**src/rtl/regs_wb_ctrl_pkg.sv**
```systemverilog
// Shared types and constants for the register-file write-back controller.
// Holds the FSM state encoding and the default geometry of the register file.
// Imported by the interface, the hold-entry sub-module and the top.
package regs_wb_ctrl_pkg;

    localparam int XLEN_WIDTH   = 32;
    localparam int REG_COUNT    = 32;
    localparam int REG_ADDR_W   = $clog2(REG_COUNT);
    localparam int STARVE_LIMIT = 4;

    typedef enum logic {
        WB_INIT = 1'b0,
        WB_RUN  = 1'b1
    } wb_state_e;

endpackage

```
**src/rtl/regs_wb_ctrl_if.sv**
```systemverilog
// Bundle of the write-back sources, register-file write port and hazard lookup.
// Latency: n/a (wires only).
// Backpressure: ex/mem use valid/ready; write port has no backpressure.
// Ports: ex_* / mem_* result sources, write_* register-file port,
//        rd_addr*/hazard* decode lookup, init_done sweep status.
interface regs_wb_ctrl_if #(
    parameter int XLEN = 32,
    parameter int AW   = 5
);
    logic            ex_valid;
    logic            ex_ready;
    logic [AW-1:0]   ex_addr;
    logic [XLEN-1:0] ex_data;
    logic            mem_valid;
    logic            mem_ready;
    logic [AW-1:0]   mem_addr;
    logic [XLEN-1:0] mem_data;
    logic            write_en;
    logic [AW-1:0]   write_addr;
    logic [XLEN-1:0] write_data;
    logic [AW-1:0]   rd_addr1;
    logic [AW-1:0]   rd_addr2;
    logic            hazard1;
    logic            hazard2;
    logic            init_done;

    // Pipeline side: produces results and read addresses.
    modport master (
        output ex_valid, ex_addr, ex_data, mem_valid, mem_addr, mem_data,
               rd_addr1, rd_addr2,
        input  ex_ready, mem_ready, write_en, write_addr, write_data,
               hazard1, hazard2, init_done
    );

    // Controller side.
    modport slave (
        input  ex_valid, ex_addr, ex_data, mem_valid, mem_addr, mem_data,
               rd_addr1, rd_addr2,
        output ex_ready, mem_ready, write_en, write_addr, write_data,
               hazard1, hazard2, init_done
    );
endinterface

```
**src/rtl/regs_wb_ctrl_hold_entry.sv**
```systemverilog
// Single-entry buffer for a mem result that lost the write port.
// Latency: loaded entry visible the cycle after load.
// Backpressure: none itself; the top refuses mem while the entry is full and not draining.
// Ports: flush/load/pop controls, ex write snoop (ex_wr_i/ex_addr_i), entry contents, starved flag.
module wb_hold_entry #(
    parameter int XLEN         = 32,
    parameter int AW           = 5,
    parameter int STARVE_LIMIT = 4,
    parameter int CW           = $clog2(STARVE_LIMIT + 1)
) (
    input  logic            clk,
    input  logic            rst,
    input  logic            flush_i,
    input  logic            load_i,
    input  logic [AW-1:0]   load_addr_i,
    input  logic [XLEN-1:0] load_data_i,
    input  logic            pop_i,
    input  logic            ex_wr_i,
    input  logic [AW-1:0]   ex_addr_i,
    output logic            vld_o,
    output logic [AW-1:0]   addr_o,
    output logic [XLEN-1:0] data_o,
    output logic            starved_o
);
    logic            vld_q,  vld_d;
    logic [AW-1:0]   addr_q, addr_d;
    logic [XLEN-1:0] data_q, data_d;
    logic [CW-1:0]   cnt_q,  cnt_d;
    logic            hit;

    // A younger ex write to our register makes the held value stale.
    assign hit = vld_q && ex_wr_i && (ex_addr_i == addr_q) && (addr_q != '0);

    always_comb begin
        vld_d  = vld_q;
        addr_d = addr_q;
        data_d = data_q;
        cnt_d  = cnt_q;
        if (flush_i) begin
            vld_d = 1'b0;
            cnt_d = '0;
        end else begin
            if (pop_i || hit) begin
                vld_d = 1'b0;
                cnt_d = '0;
            end else if (vld_q && ex_wr_i && (cnt_q != CW'(STARVE_LIMIT))) begin
                cnt_d = cnt_q + CW'(1);
            end
            // A load only happens into an empty or draining entry.
            if (load_i) begin
                vld_d  = 1'b1;
                addr_d = load_addr_i;
                data_d = load_data_i;
                cnt_d  = '0;
            end
        end
    end

    always_ff @(posedge clk or negedge rst) begin
        if (!rst) begin
            vld_q  <= 1'b0;
            addr_q <= '0;
            data_q <= '0;
            cnt_q  <= '0;
        end else begin
            vld_q  <= vld_d;
            addr_q <= addr_d;
            data_q <= data_d;
            cnt_q  <= cnt_d;
        end
    end

    assign vld_o     = vld_q;
    assign addr_o    = addr_q;
    assign data_o    = data_q;
    assign starved_o = vld_q && (cnt_q == CW'(STARVE_LIMIT));
endmodule

```
**src/rtl/regs_wb_ctrl.sv**
```systemverilog
// Write-back controller: zero-sweeps the register file, then arbitrates ex/mem onto one write port.
// Latency: accepted result appears on write_* one edge later; held mem results at least two.
// Backpressure: ex refused only when the hold entry is starved or during sweep/clear; mem refused while hold is full and not draining.
// Ports: clk, rst (async active-low), clr (soft clear), bus (slave side of regs_wb_ctrl_if).
module regs_wb_ctrl
    import regs_wb_ctrl_pkg::*;
#(
    parameter int XLEN         = XLEN_WIDTH,
    parameter int REG_COUNT    = regs_wb_ctrl_pkg::REG_COUNT,
    parameter int STARVE_LIMIT = regs_wb_ctrl_pkg::STARVE_LIMIT
) (
    input  logic          clk,
    input  logic          rst,
    input  logic          clr,
    regs_wb_ctrl_if.slave bus
);
    localparam int AW = $clog2(REG_COUNT);

    wb_state_e       state_q, state_d;
    logic [AW-1:0]   sweep_q, sweep_d;
    logic            write_en_q, write_en_d;
    logic [AW-1:0]   write_addr_q, write_addr_d;
    logic [XLEN-1:0] write_data_q, write_data_d;

    logic            hold_vld, hold_starved;
    logic [AW-1:0]   hold_addr;
    logic [XLEN-1:0] hold_data;

    logic act, ex_rdy, mem_rdy, hold_wr, mem_direct, mem_drop, mem_load;

    // Handshakes only happen in RUN and never in a clear cycle.
    assign act     = (state_q == WB_RUN) && !clr;
    assign ex_rdy  = act && bus.ex_valid && !hold_starved;
    assign hold_wr = act && hold_vld && (hold_starved || !bus.ex_valid);
    assign mem_rdy = act && bus.mem_valid && (!hold_vld || hold_wr);
    // Same-cycle ex to the same register is younger: the mem result is discarded.
    assign mem_drop   = mem_rdy && ex_rdy && (bus.mem_addr == bus.ex_addr) && (bus.ex_addr != '0);
    assign mem_direct = mem_rdy && !hold_vld && !bus.ex_valid;
    assign mem_load   = mem_rdy && !mem_direct && !mem_drop;

    wb_hold_entry #(
        .XLEN(XLEN), .AW(AW), .STARVE_LIMIT(STARVE_LIMIT)
    ) u_hold (
        .clk         (clk),
        .rst         (rst),
        .flush_i     (clr),
        .load_i      (mem_load),
        .load_addr_i (bus.mem_addr),
        .load_data_i (bus.mem_data),
        .pop_i       (hold_wr),
        .ex_wr_i     (ex_rdy),
        .ex_addr_i   (bus.ex_addr),
        .vld_o       (hold_vld),
        .addr_o      (hold_addr),
        .data_o      (hold_data),
        .starved_o   (hold_starved)
    );

    always_comb begin
        state_d      = state_q;
        sweep_d      = sweep_q;
        write_en_d   = 1'b0;
        write_addr_d = write_addr_q;
        write_data_d = write_data_q;
        case (state_q)
            WB_INIT: begin
                if (clr) begin
                    sweep_d = AW'(1);
                end else if (sweep_q == '0) begin
                    // Counter wrapped past the last register: sweep finished.
                    state_d = WB_RUN;
                end else begin
                    write_en_d   = 1'b1;
                    write_addr_d = sweep_q;
                    write_data_d = '0;
                    sweep_d      = (sweep_q == AW'(REG_COUNT - 1)) ? '0 : sweep_q + AW'(1);
                end
            end
            default: begin
                if (clr) begin
                    state_d = WB_INIT;
                    sweep_d = AW'(1);
                end else if (hold_wr) begin
                    write_en_d   = (hold_addr != '0);
                    write_addr_d = hold_addr;
                    write_data_d = hold_data;
                end else if (ex_rdy) begin
                    write_en_d   = (bus.ex_addr != '0);
                    write_addr_d = bus.ex_addr;
                    write_data_d = bus.ex_data;
                end else if (mem_direct) begin
                    write_en_d   = (bus.mem_addr != '0);
                    write_addr_d = bus.mem_addr;
                    write_data_d = bus.mem_data;
                end
            end
        endcase
    end

    always_ff @(posedge clk or negedge rst) begin
        if (!rst) begin
            state_q      <= WB_INIT;
            sweep_q      <= AW'(1);
            write_en_q   <= 1'b0;
            write_addr_q <= '0;
            write_data_q <= '0;
        end else begin
            state_q      <= state_d;
            sweep_q      <= sweep_d;
            write_en_q   <= write_en_d;
            write_addr_q <= write_addr_d;
            write_data_q <= write_data_d;
        end
    end

    assign bus.ex_ready   = ex_rdy;
    assign bus.mem_ready  = mem_rdy;
    assign bus.write_en   = write_en_q;
    assign bus.write_addr = write_addr_q;
    assign bus.write_data = write_data_q;
    assign bus.init_done  = (state_q == WB_RUN);
    assign bus.hazard1    = hold_vld && (hold_addr != '0) && (bus.rd_addr1 == hold_addr);
    assign bus.hazard2    = hold_vld && (hold_addr != '0) && (bus.rd_addr2 == hold_addr);
endmodule

```
**src/flat_wrapper.sv**
```systemverilog
// flat-port wrapper written by rule: the top's interface ports become plain ports
module regs_wb_ctrl_flat import regs_wb_ctrl_pkg::*;
#(
    parameter int XLEN         = XLEN_WIDTH,
    parameter int REG_COUNT    = regs_wb_ctrl_pkg::REG_COUNT,
    parameter int STARVE_LIMIT = regs_wb_ctrl_pkg::STARVE_LIMIT
)
  (clk, rst, clr, bus_ex_valid, bus_ex_addr, bus_ex_data, bus_mem_valid, bus_mem_addr, bus_mem_data, bus_rd_addr1, bus_rd_addr2, bus_ex_ready, bus_mem_ready, bus_write_en, bus_write_addr, bus_write_data, bus_hazard1, bus_hazard2, bus_init_done);
  regs_wb_ctrl_if #(.XLEN(XLEN)) bus_i ();
  input  logic clk;
  input  logic rst;
  input  logic clr;
  input wire logic [$bits(bus_i.ex_valid)-1:0] bus_ex_valid;
  input wire logic [$bits(bus_i.ex_addr)-1:0] bus_ex_addr;
  input wire logic [$bits(bus_i.ex_data)-1:0] bus_ex_data;
  input wire logic [$bits(bus_i.mem_valid)-1:0] bus_mem_valid;
  input wire logic [$bits(bus_i.mem_addr)-1:0] bus_mem_addr;
  input wire logic [$bits(bus_i.mem_data)-1:0] bus_mem_data;
  input wire logic [$bits(bus_i.rd_addr1)-1:0] bus_rd_addr1;
  input wire logic [$bits(bus_i.rd_addr2)-1:0] bus_rd_addr2;
  output wire logic [$bits(bus_i.ex_ready)-1:0] bus_ex_ready;
  output wire logic [$bits(bus_i.mem_ready)-1:0] bus_mem_ready;
  output wire logic [$bits(bus_i.write_en)-1:0] bus_write_en;
  output wire logic [$bits(bus_i.write_addr)-1:0] bus_write_addr;
  output wire logic [$bits(bus_i.write_data)-1:0] bus_write_data;
  output wire logic [$bits(bus_i.hazard1)-1:0] bus_hazard1;
  output wire logic [$bits(bus_i.hazard2)-1:0] bus_hazard2;
  output wire logic [$bits(bus_i.init_done)-1:0] bus_init_done;
  assign bus_i.ex_valid = bus_ex_valid;
  assign bus_i.ex_addr = bus_ex_addr;
  assign bus_i.ex_data = bus_ex_data;
  assign bus_i.mem_valid = bus_mem_valid;
  assign bus_i.mem_addr = bus_mem_addr;
  assign bus_i.mem_data = bus_mem_data;
  assign bus_i.rd_addr1 = bus_rd_addr1;
  assign bus_i.rd_addr2 = bus_rd_addr2;
  assign bus_ex_ready = bus_i.ex_ready;
  assign bus_mem_ready = bus_i.mem_ready;
  assign bus_write_en = bus_i.write_en;
  assign bus_write_addr = bus_i.write_addr;
  assign bus_write_data = bus_i.write_data;
  assign bus_hazard1 = bus_i.hazard1;
  assign bus_hazard2 = bus_i.hazard2;
  assign bus_init_done = bus_i.init_done;
  regs_wb_ctrl #(.XLEN(XLEN), .REG_COUNT(REG_COUNT), .STARVE_LIMIT(STARVE_LIMIT)) u_core (.clk(clk), .rst(rst), .clr(clr), .bus(bus_i));
endmodule
```
**config.mk**
```make
export PLATFORM = sky130hd
export DESIGN_NAME = regs_wb_ctrl_flat
export DESIGN_NICKNAME = d
export VERILOG_FILES = /design/src/rtl/regs_wb_ctrl_pkg.sv /design/src/rtl/regs_wb_ctrl_if.sv /design/src/rtl/regs_wb_ctrl_hold_entry.sv /design/src/rtl/regs_wb_ctrl.sv /design/src/flat_wrapper.sv
export SDC_FILE = /design/constraint.sdc
export NUM_CORES = 1
export LEC_CHECK = 0
export CAP_MARGIN = 10
export CORE_ASPECT_RATIO = 1.75
export CORE_MARGIN = 3
export CORE_UTILIZATION = 45
export CTS_CLUSTER_SIZE = 24
export DETAILED_ROUTE_END_ITERATION = 12
export PLACE_DENSITY_LB_ADDON = 0.05
export SLEW_MARGIN = 0
export SYNTH_ARGS = -nofsm -noshare
export SYNTH_HDL_FRONTEND = slang
export SYNTH_HIERARCHICAL = 1
export SYNTH_SLANG_ARGS = --single-unit
```
**constraint.sdc**
```tcl
create_clock -name clk -period 5.3 [get_ports clk]
set_input_delay 0.795 -clock clk [delete_from_list [all_inputs] [get_ports clk]]
set_output_delay 0.795 -clock clk [all_outputs]
set_load 0.02 [all_outputs]
```
# After elaboration in Yosys (flattened, before gate mapping)
# Index checks and enable logic that the tools add are counted.
# word_totals
regBits,85
input_bits,89
out_inout_bits,43
# classes
add_sub_neg,2
eq_ne,11
muxes,37
bitwise,1
n_reduce_logical,40
# ops
cell,n
$mux W32,7
$mux W5,12
$logic_and A1 B1 Y1,22
$eq A5 B5 Y1,4
$reduce_bool A5 Y1,3
$mux W1,14
$mux W3,4
$logic_not A1 Y1,6
$add A5 B1 Y5 const B,1
$eq A5 B5 Y1 const B,1
$logic_not A5 Y1,1
$ne A2 B2 Y1 const B,2
$ne A4 B4 Y1 const B,1
$reduce_and A2 Y1,2
$reduce_bool A4 Y1,1
$add A3 B1 Y3 const B,1
$eq A3 B3 Y1 const B,1
$logic_or A1 B1 Y1,3
$ne A3 B3 Y1 const B,1
$reduce_and A3 Y1,1
$reduce_bool A3 Y1,1
$ne A2 B1 Y1 const B,1
$not A1 Y1,1

# Logic depth before layout (Yosys ltp)
# Gate-level depths: netlist (run 1).
# depth
ltp_word,13
ltp_mapped,15
mapped_depth_nobuf,11

# Hierarchy
# The synthesis (run 1) kept the hierarchy.
# modules_own_cells
mod,instances,cells_per_inst,area_each_um2,seq_area_each_um2
regs_wb_ctrl,1,255,3032.9,1102.3
wb_hold_entry,1,116,1715.4,1026.0

# Least setup slack after synthesis (run 1)
# No wires, ideal clock.
# synth_path
path_type,input to register
startpoint,in bus_ex_valid
endpoint,reg u_core.u_hold.addr_q[0] (netlist: u_core/u_hold/addr_o[0])
arrival_ns,2.590
required_time_ns,5.175
path_slack_ns,2.585
stages,11
n_path_buf,5
cell_sequence,nor4bb_1 > buf_2 > buf_6 > buf_6 > and3_1 > a21oi_1 > inv_1 > nor2_1 > buf_2 > buf_4 > mux2_2
# synth_between
word_cells_on_any_way,17
cone_classes,reduce/logical (17)
# synth_rtl
item,line_no,rtl
"start, declared",flat_wrapper.sv:13,input wire logic [$bits(bus_i.ex_valid)-1:0] bus_ex_valid;
$logic_and A1 B1 Y1 (2 in series),regs_wb_ctrl.sv:33,assign ex_rdy = act && bus.ex_valid && !hold_starved;
named net bus_ex_ready,flat_wrapper.sv:21,output wire logic [$bits(bus_i.ex_ready)-1:0] bus_ex_ready;
$logic_and A1 B1 Y1 (3 in series),regs_wb_ctrl.sv:37,assign mem_drop = mem_rdy && ex_rdy && (bus.mem_addr == bus.ex_addr) && (bus.ex_addr != '0);
$logic_not A1 Y1,regs_wb_ctrl.sv:39,assign mem_load = mem_rdy && !mem_direct && !mem_drop;
$logic_and A1 B1 Y1,regs_wb_ctrl.sv:39,
named net u_core.mem_load,regs_wb_ctrl.sv:29,"logic act, ex_rdy, mem_rdy, hold_wr, mem_direct, mem_drop, mem_load;"
$reduce_and A2 Y1 (no source line),-,
"end signal, assigned",regs_wb_ctrl_hold_entry.sv:67,addr_q <= addr_d;
"end, declared",regs_wb_ctrl_hold_entry.sv:26,"logic [AW-1:0] addr_q, addr_d;"
# The timed path passes the listed nets, and every way through them passes these cells.
# A chain may end at the register's enable or synchronous reset.

# Worst setup path in the final report (run 1)
# layout_path
startpoint,in clr
endpoint,out bus_ex_ready
# layout_between
elab_chain_cells,4
# layout_lines
item,line_no,rtl
"start, declared",flat_wrapper.sv:12,input logic clr;
$logic_not A1 Y1,regs_wb_ctrl.sv:32,assign act = (state_q == WB_RUN) && !clr;
$logic_and A1 B1 Y1,regs_wb_ctrl.sv:32,
$logic_and A1 B1 Y1 (2 in series),regs_wb_ctrl.sv:33,
"end, declared",flat_wrapper.sv:21,
# Every way passes these cells.

==> summary.txt, run 1 <==
Timing
  • Fin. max-slew vios: 0
  • Max Fclk: roughly 270 MHz
  • Hold Vio Cnt, Final: 0
  • Clk_skew: between 0.008 and 0.009 ns
  • Worst Tran Pin Value: 0.852 ns
  • Tmin final: 3.70 ns
  • Fin worst setup slack: 1.60 ns
  • Worst rel slew slack: 43.1%
  • Crit share post-route: a little over two thirds
  • Count of final setup violators: 0
  • Fin Setup TNS: 0 ns
  • Fin Hold WS: 0.381 ns
  • RSZ-0062 raised after global routing: no

Synthesis
  • Netlist Area Pre-Place: approximately 4700 µm²
  • Syn Inst Count: approximately 370
  • Synth cell types: 50
  • Synth Flop Type: dfrtp_1
  • Yosys warnings: 6
  • Yosys reg bits: between 80 and 90
  • Post-synth EDFFs: 0
  • Avg Inst Size Synth: 12.8 µm²
  • Net Count, Synth: 465
  • Asr flop ratio synth: between 90% and 100%
  • Sequential fraction of the synthesis area: between 40% and 50%

Critical path
  • Worst path slowest cell: clkdlybuf4s50_1
  • Worst path arrival time: 2.91 ns
  • Required time worst endpoint: between 4 and 5 ns
  • Crit-path cells: clkdlybuf4s50_1, nor4bb_4, clkdlybuf4s50_1
  • CP endpoint kind: output pin
  • Worst Setup Start Kind: input port
  • Crit-path most repeated cell: clkdlybuf4s50_1
  • Crit-path max FO: 15
  • Worst path max stage delay: 0.82 ns
  • Critical path class: in -> out

Detailed routing
  • Routed Wire Length: approximately 12000 µm
  • DR DRC count: 0
  • DRT Pass-1 Iters: 4
  • DR iter-0 viols: 107
  • Via/cell ratio: roughly 5.5
  • DR vias: roughly 3500
  • Post-DR wirelength/cell: 19.6 µm
  • Final ANT Viol Nets: 0

Cells and area
  • Synth-to-Final Area Change: 35.8%
  • FF/Latch Area: approximately 2100 µm²
  • Area occupied by multi-input gates: 2430 µm²
  • # diodes: 0
  • Post-route design area: 6450 µm²
  • Share of cells above drive strength 1: between 20% and 30%
  • Nets: approximately 600
  • Filler Cell Count: roughly 850
  • Final Non-Filler Cells: about 630

Floorplan
  • Die height: ~140 µm
  • Core area: between 10000 and 15000 µm²
  • Die Area: ~12000 µm²
  • Initial Util: approximately 46%
  • IO Count: 132
  • Die W: between 80 and 90 µm
  • Row count: 49

Placement
  • Placed insts: just over 600
  • Buffers on Ports: between 100 and 150
  • Routability congestion estimate: about 0.86
  • Hpwl dp: between 8000 and 9000 µm
  • DP Area: 6140 µm²
  • Pre-CTS setup slack: 1.58 ns

Clock tree
  • CTS buffer count: 9
  • Cts-stage hold buffer count: 0
  • Post-CTS Resized: 0
  • Clk root buf: clkbuf_16
  • CTS tree: built
  • H-tree Lvls: 3
  • CTS max path bufs: 2
  • Clock Latency Late Sink: around 0.34 ns
  • Post CTS Setup Buffer Count: 0
  • Clk pin slew, worst setup/hold paths: about 0.070 ns
  • CTS sink cnt: 85

Power and ir drop
  • Power Dens Cells: 445 nW/µm²
  • Leakage power: 2.68 nW
  • Worst IR drop on VDD: 0.252 mV

GRT
  • Largest net degree at the start of global routing: 57
  • GRT Util Overall: a little over a fifth
  • First-pass GRT wire length: 19500 µm
  • Initial antenna violation count: 0
  • Vias in the first global route: 3743
  • Total grt overflow: 0

Status
  • Outcome: finished, final reports clean

Flow run
  • Max Cap Violations: 0

Min path
  • Worst hold-check path type: in -> async
==> per-layer routing <==
layer / vias to the layer above / global-route usage, % / part of all wire (%)
met4: 0 / 11.2 / 3.8
met3: 28 / 3.89 / 4.4
met5: - / 0 / 0
li1: 1632 / - / -
met1: 1687 / 23.0 / 38
met2: 111 / 38.4 / 54
==> Yosys cell counts, types with 2 or more instances <==
master / n / share of area (%)
dfrtp_1: 84 / 44
mux2_2: 43 / 10
mux2i_1: 38 / 8.0
o2bb2ai_1: 32 / 5.9
mux2_4: 30 / 9.5
inv_1: 15 / 1.2
buf_2: 12 / 1.3
xor2_1: 10 / 1.8
xnor2_1: 9 / 1.7
a21oi_1: 7 / 0.74
nand2_1: 7 / 0.55
nor2_1: 7 / 0.55
nand2b_1: 6 / 0.79
o221ai_1: 6 / 1.1
ha_1: 5 / 1.3
nand3_1: 5 / 0.53
o21ai_0: 5 / 0.53
and3_1: 3 / 0.40
buf_6: 3 / 0.71
buf_8: 3 / 0.95
nor2b_1: 3 / 0.40
nor3_1: 3 / 0.32
nor4_1: 3 / 0.40
or4_1: 3 / 0.47
a31oi_1: 2 / 0.26
buf_4: 2 / 0.32
nor3b_1: 2 / 0.32
==> layout by cell type (no fill, tap or decap), types with 2 or more instances in the layout <==
master / instances
clkdlybuf4s50_1: 130
dfrtp_1: 84
mux2_2: 43
mux2i_1: 38
o2bb2ai_1: 32
mux2_4: 30
inv_1: 15
xor2_1: 10
clkbuf_16: 9
buf_4: 9
xnor2_1: 9
nand2_1: 7
a21oi_1: 7
nand2b_1: 6
nor2_1: 6
o221ai_1: 6
nand3_1: 5
o21ai_0: 5
ha_1: 5
clkinv_4: 3
nor2b_1: 3
nor3_1: 3
and3_1: 3
nor4_1: 3
or4_1: 3
clkbuf_1: 2
a31oi_1: 2
nor2_4: 2
nor3b_1: 2
==> critical path: cells and delay by family <==
family                 cells  cell delay [ns]
and+or+nand+nor            1             0.60
buffers and inverters      2             1.51
==> flip-flops by register name (all words and copies together) (netlist names), 3 cells and up <==
| register | count |
|---|---|
| u_core/u_hold/cnt_q | 3 |
| u_core/u_hold/addr_o | 5 |
| u_core/u_hold/data_o | 32 |
| u_core/bus.write_addr | 5 |
| u_core/bus.write_data | 32 |
| u_core/sweep_q | 5 |
==> report_power, final <==
part	internal, mW	switching (mW)	leakage [nW]
Combinational	0.650	0.528	1.41
Sequential	0.882	0.190	1.13
Clock	0.367	0.254	0.144
Total	1.90	0.971	2.68
==> stage by stage <==
stage | total power [mW] | utilization (%)
floorplan | 1.79 | -
global placement | 2.24 | 59.6
detailed placement | 2.26 | 59.6
CTS | 2.90 | 62.5
global route | 3.02 | 62.6
finish | 2.87 | 62.6
==> kinds of logic after synthesis <==
| family | after synthesis | share of synthesized area, % |
|---|---|---|
| AOI/OAI and AO/OA | 63 | 11.3 |
| DFF | 85 | 44.8 |
| buffers and inverters | 36 | 4.51 |
| and+or+nand+nor | 52 | 6.85 |
| adders and majority gates | 5 | 1.32 |
| xor gates and xnor gates | 19 | 3.50 |
| muxes | 111 | 27.7 |
==> layout make-up <==
type                       count  share of cell area, %
multi-input combinational    250                   37.7
sequential                    85                   33.0
timing repair buffer         140                   21.5
clock buffer                  11                   3.61
tap                          127                   2.46
clock inverter                 5                  0.951
inverter                      15                  0.873
==> path summary, 6_finish.rpt <==
check                                                     startpoint                               endpoint  slack (ns)  cells after the start
worst max-delay path                                             clr                           bus_ex_ready        1.60                      3
worst min-delay path                                             rst    u_core/u_hold/data_o[5]$_DFFE_PN0P_        0.38                      1
worst max register to register         u_core/sweep_q[0]$_DFFE_PN1P_  u_core/bus.write_data[10]$_DFFE_PN0P_        2.40                      7
worst min register to register  u_core/u_hold/data_o[23]$_DFFE_PN0P_   u_core/u_hold/data_o[23]$_DFFE_PN0P_        0.51                      1
max in group asynchronous                                        rst   u_core/u_hold/data_o[31]$_DFFE_PN0P_        3.85                      2
min in group clk                u_core/u_hold/data_o[23]$_DFFE_PN0P_   u_core/u_hold/data_o[23]$_DFFE_PN0P_        0.51                      1
(Power assumes the default switching activity.)
==> inputs of run 2 (changes only) <==
==> constraint.sdc (replaced) <==
create_clock -name clk -period 3.8 [get_ports clk]
set_input_delay 0.57 -clock clk [delete_from_list [all_inputs] [get_ports clk]]
set_output_delay 0.57 -clock clk [all_outputs]
set_load 0.02 [all_outputs]
==> run 2 against run 1 <==
Effect of this change: power up 39%; cell area up 0.25%; sequential share of layout area down 0.083 points; die area unchanged; worst hold slack worse by 0.090 ns; sequential cell count unchanged; global-route usage up 0.77 points; highest routed layer unchanged.
==> summary.txt, run 2 (same netlist as run 1, synthesis figures left out) <==
Status
  • Outcome: finished, final reports clean

Detailed routing
  • DR DRC count: 0 (unchanged)
  • Post-DR wirelength/cell: 20.1 µm (+2.4%)
  • DR vias: 3518 (+1.7%)
  • Via/cell ratio: 5.55 (+1.6%)
  • Final ANT Viol Nets: 0 (unchanged)
  • Routed Wire Length: 12700 µm (+2.5%)
  • DR iter-0 viols: 116 (+8.4%)
  • DRT Pass-1 Iters: 4 (unchanged)

Timing
  • Crit share post-route: ~77%
  • Fin Setup TNS: 0 ns (unchanged)
  • RSZ-0062 raised after global routing: no
  • Worst rel slew slack: 49.1% (+6.0 points)
  • Max Fclk: 340 MHz
  • Worst Tran Pin Value: 0.764 ns (-0.0882 ns)
  • Tmin final: just under 3 ns
  • Fin. max-slew vios: 0 (unchanged)
  • Clk_skew: 0.0115 ns (+0.00258 ns)
  • Hold Vio Cnt, Final: 0 (unchanged)
  • Count of final setup violators: 0 (unchanged)

Power and ir drop
  • Psw: 1.35 mW (+39%)
  • Seq pwr share: 37.4% (about the same)
  • Power Dens Cells: 618 nW/µm² (+39%)
  • Leakage power: 2.69 nW (+0.21%)
  • Sw Share: 33.8% (-0.059 points)
  • Comb power frac: 41.3% (+0.3 points)
  • Clock Power Share: 21.3% (-0.3 points)
  • Internal: 2.65 mW (+39%)
  • Worst IR drop on VDD: 0.426 mV (+69%)

Clock tree
  • H-tree Lvls: 3 (unchanged)
  • CTS max path bufs: 2 (unchanged)
  • CTS sink cnt: 85 (unchanged)
  • Clk root buf: clkbuf_16
  • Clk pin slew, worst setup/hold paths: 0.07 ns (about the same)
  • CTS buffer count: 9 (unchanged)
  • Clock Latency Late Sink: 0.34 ns (about the same)
  • CTS tree: built
  • Post-CTS Resized: 0 (unchanged)
  • Cts-stage hold buffer count: 0 (unchanged)
  • Post CTS Setup Buffer Count: 0 (unchanged)

Placement
  • Buffers on Ports: 131 (unchanged)
  • Routability congestion estimate: 0.863 (+0.27%)
  • DP Area: 6180 µm² (+0.65%)
  • Hpwl dp: 9240 µm (+3.7%)
  • Placed insts: 618 (+0.32%)

Floorplan
  • Die height: 142 µm (unchanged)
  • Die Area: 11900 µm² (unchanged)
  • Initial Util: 46.1% (unchanged)
  • IO Count: 132 (unchanged)
  • Row count: 49 (unchanged)
  • Core area: 10300 µm² (unchanged)
  • Die W: 83.7 µm (unchanged)

Cells and area
  • Post-route design area: 6470 µm² (+0.25%)
  • Area occupied by multi-input gates: 2430 µm² (unchanged)
  • # diodes: 0 (unchanged)
  • Nets: 596 (+0.17%)
  • Final Non-Filler Cells: 634 (+0.16%)
  • Most frequent cells in the layout: clkdlybuf4s50_1, dfrtp_1, mux2_2
  • Share of cells above drive strength 1: 22.1% (-0.044 points)
  • Filler Cell Count: 851 (-0.23%)
  • Commonest non-fill, non-tap cell in the layout: clkdlybuf4s50_1
  • FF/Latch Area: 2130 µm² (unchanged)
  • Synth-to-Final Area Change: 36.2%

Min path
  • Worst hold-check path type: in -> async

GRT
  • Initial antenna violation count: 0 (unchanged)
  • First-pass GRT wire length: 20100 µm (+3.3%)
  • GRT Util Overall: 21.9% (+0.77 points)
  • Largest net degree at the start of global routing: 60 (+5.3%)
  • Total grt overflow: 0 (unchanged)
  • Vias in the first global route: 3785 (+1.1%)

Critical path
  • Crit-path max FO: 7 (-8)
  • Worst path max stage delay: 0.56 ns (-0.26 ns)
  • Crit-path cells: or4_1, o21ai_0, nor4_1, clkdlybuf4s50_1
  • Required time worst endpoint: 3.23 ns (-1.28 ns)
  • CP endpoint kind: output pin
  • Worst R2R Setup Slack: 1.09 ns (-1.31 ns)
  • Critical path class: reg -> out
  • Worst Setup Start Kind: flip-flop
  • Worst path arrival time: 2.37 ns (-0.54 ns)
  • Worst path slowest cell: clkdlybuf4s50_1

Flow run
  • Max Cap Violations: 0 (unchanged)
run 2: cell types whose count changed in the layout (fill, tap and decap cells not counted), sizes merged:
cell / delta
buf: +1
clkbuf: +1
clkinv: -1
run 2: layout make-up:
cell class / count / area share [%]
Tap cell: 127 / 2.46
Clock buffer: 12 / 3.66
Timing Repair Buffer: 141 / 21.8
Inverter: 15 / 0.871
Multi-Input combinational cell: 250 / 37.6
Clock inverter: 4 / 0.755
Sequential cell: 85 / 32.9
run 2: worst max-delay path, delay by kind of cell, from the launching register on:
family	cells	cell delay, ns
buffers and inverters	1	0.56
AOI/OAI and AO/OA	1	0.34
and+or+nand+nor	2	0.65
DFF	1	0.50
run 2: power by group through the flow:
stage / sequential, mW / combinational (mW) / clock (mW)
floorplan: 1.63 / 0.870 / 0
global placement: 1.50 / 1.64 / 0
detailed placement: 1.51 / 1.67 / 0
CTS: 1.50 / 1.67 / 0.881
global route: 1.54 / 1.76 / 0.913
finish: 1.49 / 1.65 / 0.852
run 2: layer usage:
metal  GRT usage (%)  vias to the layer above  part of all wire [%]
met5               0                        -                     0
met4            9.83                        0                   3.2
met3            4.47                       21                   4.6
met2            40.5                      112                    54
met1            23.7                     1748                    38
li1                -                     1637                     -
run 2: worst paths after layout:
check	startpoint	depth (start not counted)	end
hold reg to reg	u_core/bus.write_data[23]$_DFFE_PN0P_	1	u_core/bus.write_data[23]$_DFFE_PN0P_
max in group asynchronous	rst	2	u_core/bus.write_data[27]$_DFFE_PN0P_
setup reg to reg	u_core/u_hold/cnt_q[0]$_DFFE_PN0P_	11	u_core/u_hold/data_o[16]$_DFFE_PN0P_
min in group clk	u_core/bus.write_data[23]$_DFFE_PN0P_	1	u_core/bus.write_data[23]$_DFFE_PN0P_
hold / removal	rst	1	u_core/bus.write_en$_DFF_PN0_
setup / recovery	u_core/u_hold/addr_o[0]$_DFFE_PN0P_	4	bus_hazard2
run 2: metrics by stage:
stage                     hold slack, ns  worst slack, ns  total power, mW  utilization [%]
after floorplan                    0.274             1.18             2.50                -
after global placement             0.489            0.809             3.14             60.0
after detailed placement           0.490            0.794             3.18             60.0
after CTS                          0.335            0.857             4.05             62.8
after global routing               0.355            0.752             4.22             62.8
final                              0.291            0.857             4.00             62.8
==> inputs of run 3 (changes only) <==
--- a/config.mk
+++ b/config.mk
@@ -8,7 +8,7 @@
 export CAP_MARGIN = 10
 export CORE_ASPECT_RATIO = 1.75
 export CORE_MARGIN = 3
-export CORE_UTILIZATION = 45
+export CORE_UTILIZATION = 44
 export CTS_CLUSTER_SIZE = 24
 export DETAILED_ROUTE_END_ITERATION = 12
 export PLACE_DENSITY_LB_ADDON = 0.05
==> constraint.sdc (replaced) <==
create_clock -name clk -period 2.7 [get_ports clk]
set_input_delay 0.405 -clock clk [delete_from_list [all_inputs] [get_ports clk]]
set_output_delay 0.405 -clock clk [all_outputs]
set_load 0.02 [all_outputs]
==> run 3 against run 2 <==
Effect of this change: setup slack got worse by 0.76 ns; sequential share of layout area shrank 0.82 points; critical path type unchanged; largest power group unchanged; cell count grew 2.4%; clock power grew 49%.
==> summary.txt, run 3 (same netlist as run 1, synthesis figures left out) <==
Power and ir drop
  • Psw: 1.95 mW (+44%)
  • Comb power frac: 42.7% (+1.4 points)
  • Seq pwr share: 35.3% (-2.1 points)
  • Power Dens Cells: 867 nW/µm² (+40%)
  • Worst IR drop on VDD: 0.625 mV (+47%)
  • Power, Total: 5.75 mW (+44%)
  • Internal: 3.80 mW (+44%)
  • Clock Power Share: 22.0% (+0.7 points)
  • Sw Share: 33.8% (+0.054 points)
  • Leakage power: 2.79 nW (+3.7%)

Floorplan
  • Die height: 143 µm (+1.1%)
  • Initial Util: 45.6% (-0.54 points)
  • Row count: 49 (unchanged)
  • Die W: 84.5 µm (+1.0%)
  • IO Count: 132 (unchanged)
  • Die Area: 12100 µm² (+2.1%)
  • Core area: 10400 µm² (+1.2%)

GRT
  • GRT Util Overall: 21.2% (-0.66 points)
  • Total grt overflow: 0 (unchanged)
  • Vias in the first global route: 4053 (+7.1%)
  • Largest net degree at the start of global routing: 45 (-25%)
  • First-pass GRT wire length: 20300 µm (+0.96%)
  • Initial antenna violation count: 0 (unchanged)

Timing
  • Count of final setup violators: 0 (unchanged)
  • Clk_skew: 0.00667 ns (-0.00485 ns)
  • Fin. max-slew vios: 0 (unchanged)
  • Crit share post-route: 96.3%
  • Hold Vio Cnt, Final: 0 (unchanged)
  • Max Fclk: around 380 MHz
  • Fin Setup TNS: 0 ns (unchanged)
  • Worst rel slew slack: 59.7% (+11 points)
  • RSZ-0062 raised after global routing: no
  • Worst Tran Pin Value: 0.604 ns (-0.160 ns)
  • Tmin final: between 2 and 3 ns

Cells and area
  • Share of cells above drive strength 1: 25.3% (+3.2 points)
  • Final Non-Filler Cells: 649 (+2.4%)
  • Commonest non-fill, non-tap cell in the layout: clkdlybuf4s50_1
  • Nets: 611 (+2.5%)
  • Synth-to-Final Area Change: 39.7%
  • Most frequent cells in the layout: clkdlybuf4s50_1, dfrtp_1, mux2_2
  • # diodes: 0 (unchanged)

Clock tree
  • CTS tree: built
  • Cts-stage hold buffer count: 0 (unchanged)
  • Clk pin slew, worst setup/hold paths: 0.07 ns (about the same)
  • CTS max path bufs: 2 (unchanged)
  • H-tree Lvls: 3 (unchanged)
  • CTS sink cnt: 85 (unchanged)
  • CTS buffer count: 9 (unchanged)
  • Post CTS Setup Buffer Count: 0 (unchanged)
  • Clock Latency Late Sink: 0.33 ns (about the same)
  • Clk root buf: clkbuf_16

Detailed routing
  • DR DRC count: 0 (unchanged)
  • Post-DR wirelength/cell: 19.4 µm (-3.5%)
  • Final ANT Viol Nets: 0 (unchanged)
  • DR iter-0 viols: 158 (+36%)
  • DRT Pass-1 Iters: 4 (unchanged)
  • DR vias: 3595 (+2.2%)
  • Via/cell ratio: 5.54 (-0.17%)
  • Routed Wire Length: 12600 µm (-1.2%)

Status
  • Outcome: finished, final reports clean

Critical path
  • Worst path arrival time: 2.20 ns (-0.17 ns)
  • CP endpoint kind: output pin
  • Critical path class: reg -> out
  • Crit-path max FO: 4 (-3)
  • Required time worst endpoint: 2.30 ns (-0.93 ns)
  • Worst Setup Start Kind: flip-flop

Flow run
  • Max Cap Violations: 0 (unchanged)

Placement
  • Buffers on Ports: 131 (unchanged)
  • Hpwl dp: 9200 µm (-0.44%)
  • Placed insts: 633 (+2.4%)
  • Routability congestion estimate: 0.847 (-1.9%)

Min path
  • Worst hold-check path type: in -> async
==> run 3: changes by cell type in the layout (fill, tap and decap cells not counted), sizes merged <==
cell           delta
clkinv            +1
clkdlybuf4s50     -1
clkbuf            -2
inv               +1
dlygate4sd2       +1
buf              +15
==> run 3: through the flow <==
| step | cell area (µm²) | worst slack (ns) | hold slack, ns | util, % |
|---|---|---|---|---|
| after detailed placement | 6320 | 0.111 | 0.458 | 60.6 |
| final | 6630 | 0.0986 | 0.0742 | 63.6 |
| after global placement | 6320 | 0.118 | 0.461 | 60.6 |
| after floorplan | 4750 | 0.0750 | 0.109 | - |
| after CTS | 6630 | 0.0491 | 0.0961 | 63.6 |
| after global routing | 6630 | 0.00222 | 0.117 | 63.6 |
==> run 3: power by group through the flow <==
stage / clock (mW) / combinational, mW / sequential, mW
floorplan: 0 / 1.22 / 2.29
detailed placement: 0 / 2.47 / 2.04
CTS: 1.30 / 2.48 / 2.03
global route: 1.35 / 2.63 / 2.10
global placement: 0 / 2.43 / 2.04
finish: 1.27 / 2.45 / 2.03
==> run 3: repair_timing <==
item / CTS / global route
gates resized for setup: 2 / 2
endpoints found under the setup margin: 3 / 38
endpoints found under the hold margin: 0 / 0
pin swaps: 0 / 1
==> run 3: final timing paths <==
check                                                     from  slack [ns]  cells after the start                              endpoint
setup / recovery            u_core/u_hold/cnt_q[0]$_DFFE_PN0P_         0.1                      6                         bus_mem_ready
hold / removal                                             rst        0.07                      1         u_core/bus.write_en$_DFF_PN0_
setup reg to reg            u_core/u_hold/cnt_q[0]$_DFFE_PN0P_        0.16                     11  u_core/u_hold/data_o[16]$_DFFE_PN0P_
hold reg to reg            u_core/u_hold/data_o[5]$_DFFE_PN0P_        0.50                      1   u_core/u_hold/data_o[5]$_DFFE_PN0P_
max in group asynchronous                                  rst        1.97                      2  u_core/u_hold/data_o[18]$_DFFE_PN0P_
min in group clk           u_core/u_hold/data_o[5]$_DFFE_PN0P_        0.50                      1   u_core/u_hold/data_o[5]$_DFFE_PN0P_
==> run 3: per-layer routing <==
layer	up-vias	track usage (%)	part of all wire (%)
met3	20	4.13	4.4
met1	1794	22.2	37
met5	-	0	0
li1	1662	-	-
met4	0	8.67	2.6
met2	119	40.8	56
==> run 3: critical path: stages, from the launching register on <==
cell and delay, ns:
dfrtp_1 0.38, inv_1 0.06, ha_1 0.22, and3_2 0.22, nand2b_1 0.20, o211a_1 0.24
clkdlybuf4s50_1 0.55
==> run 3: layout make-up <==
cell class	count	area, µm²
clock buffer	10	239
tap	127	159
multi-input combinational	250	2430
timing repair buffer	156	1550
clock inverter	6	70.1
sequential	85	2130
fill	900	3790
inverter	15	56.3
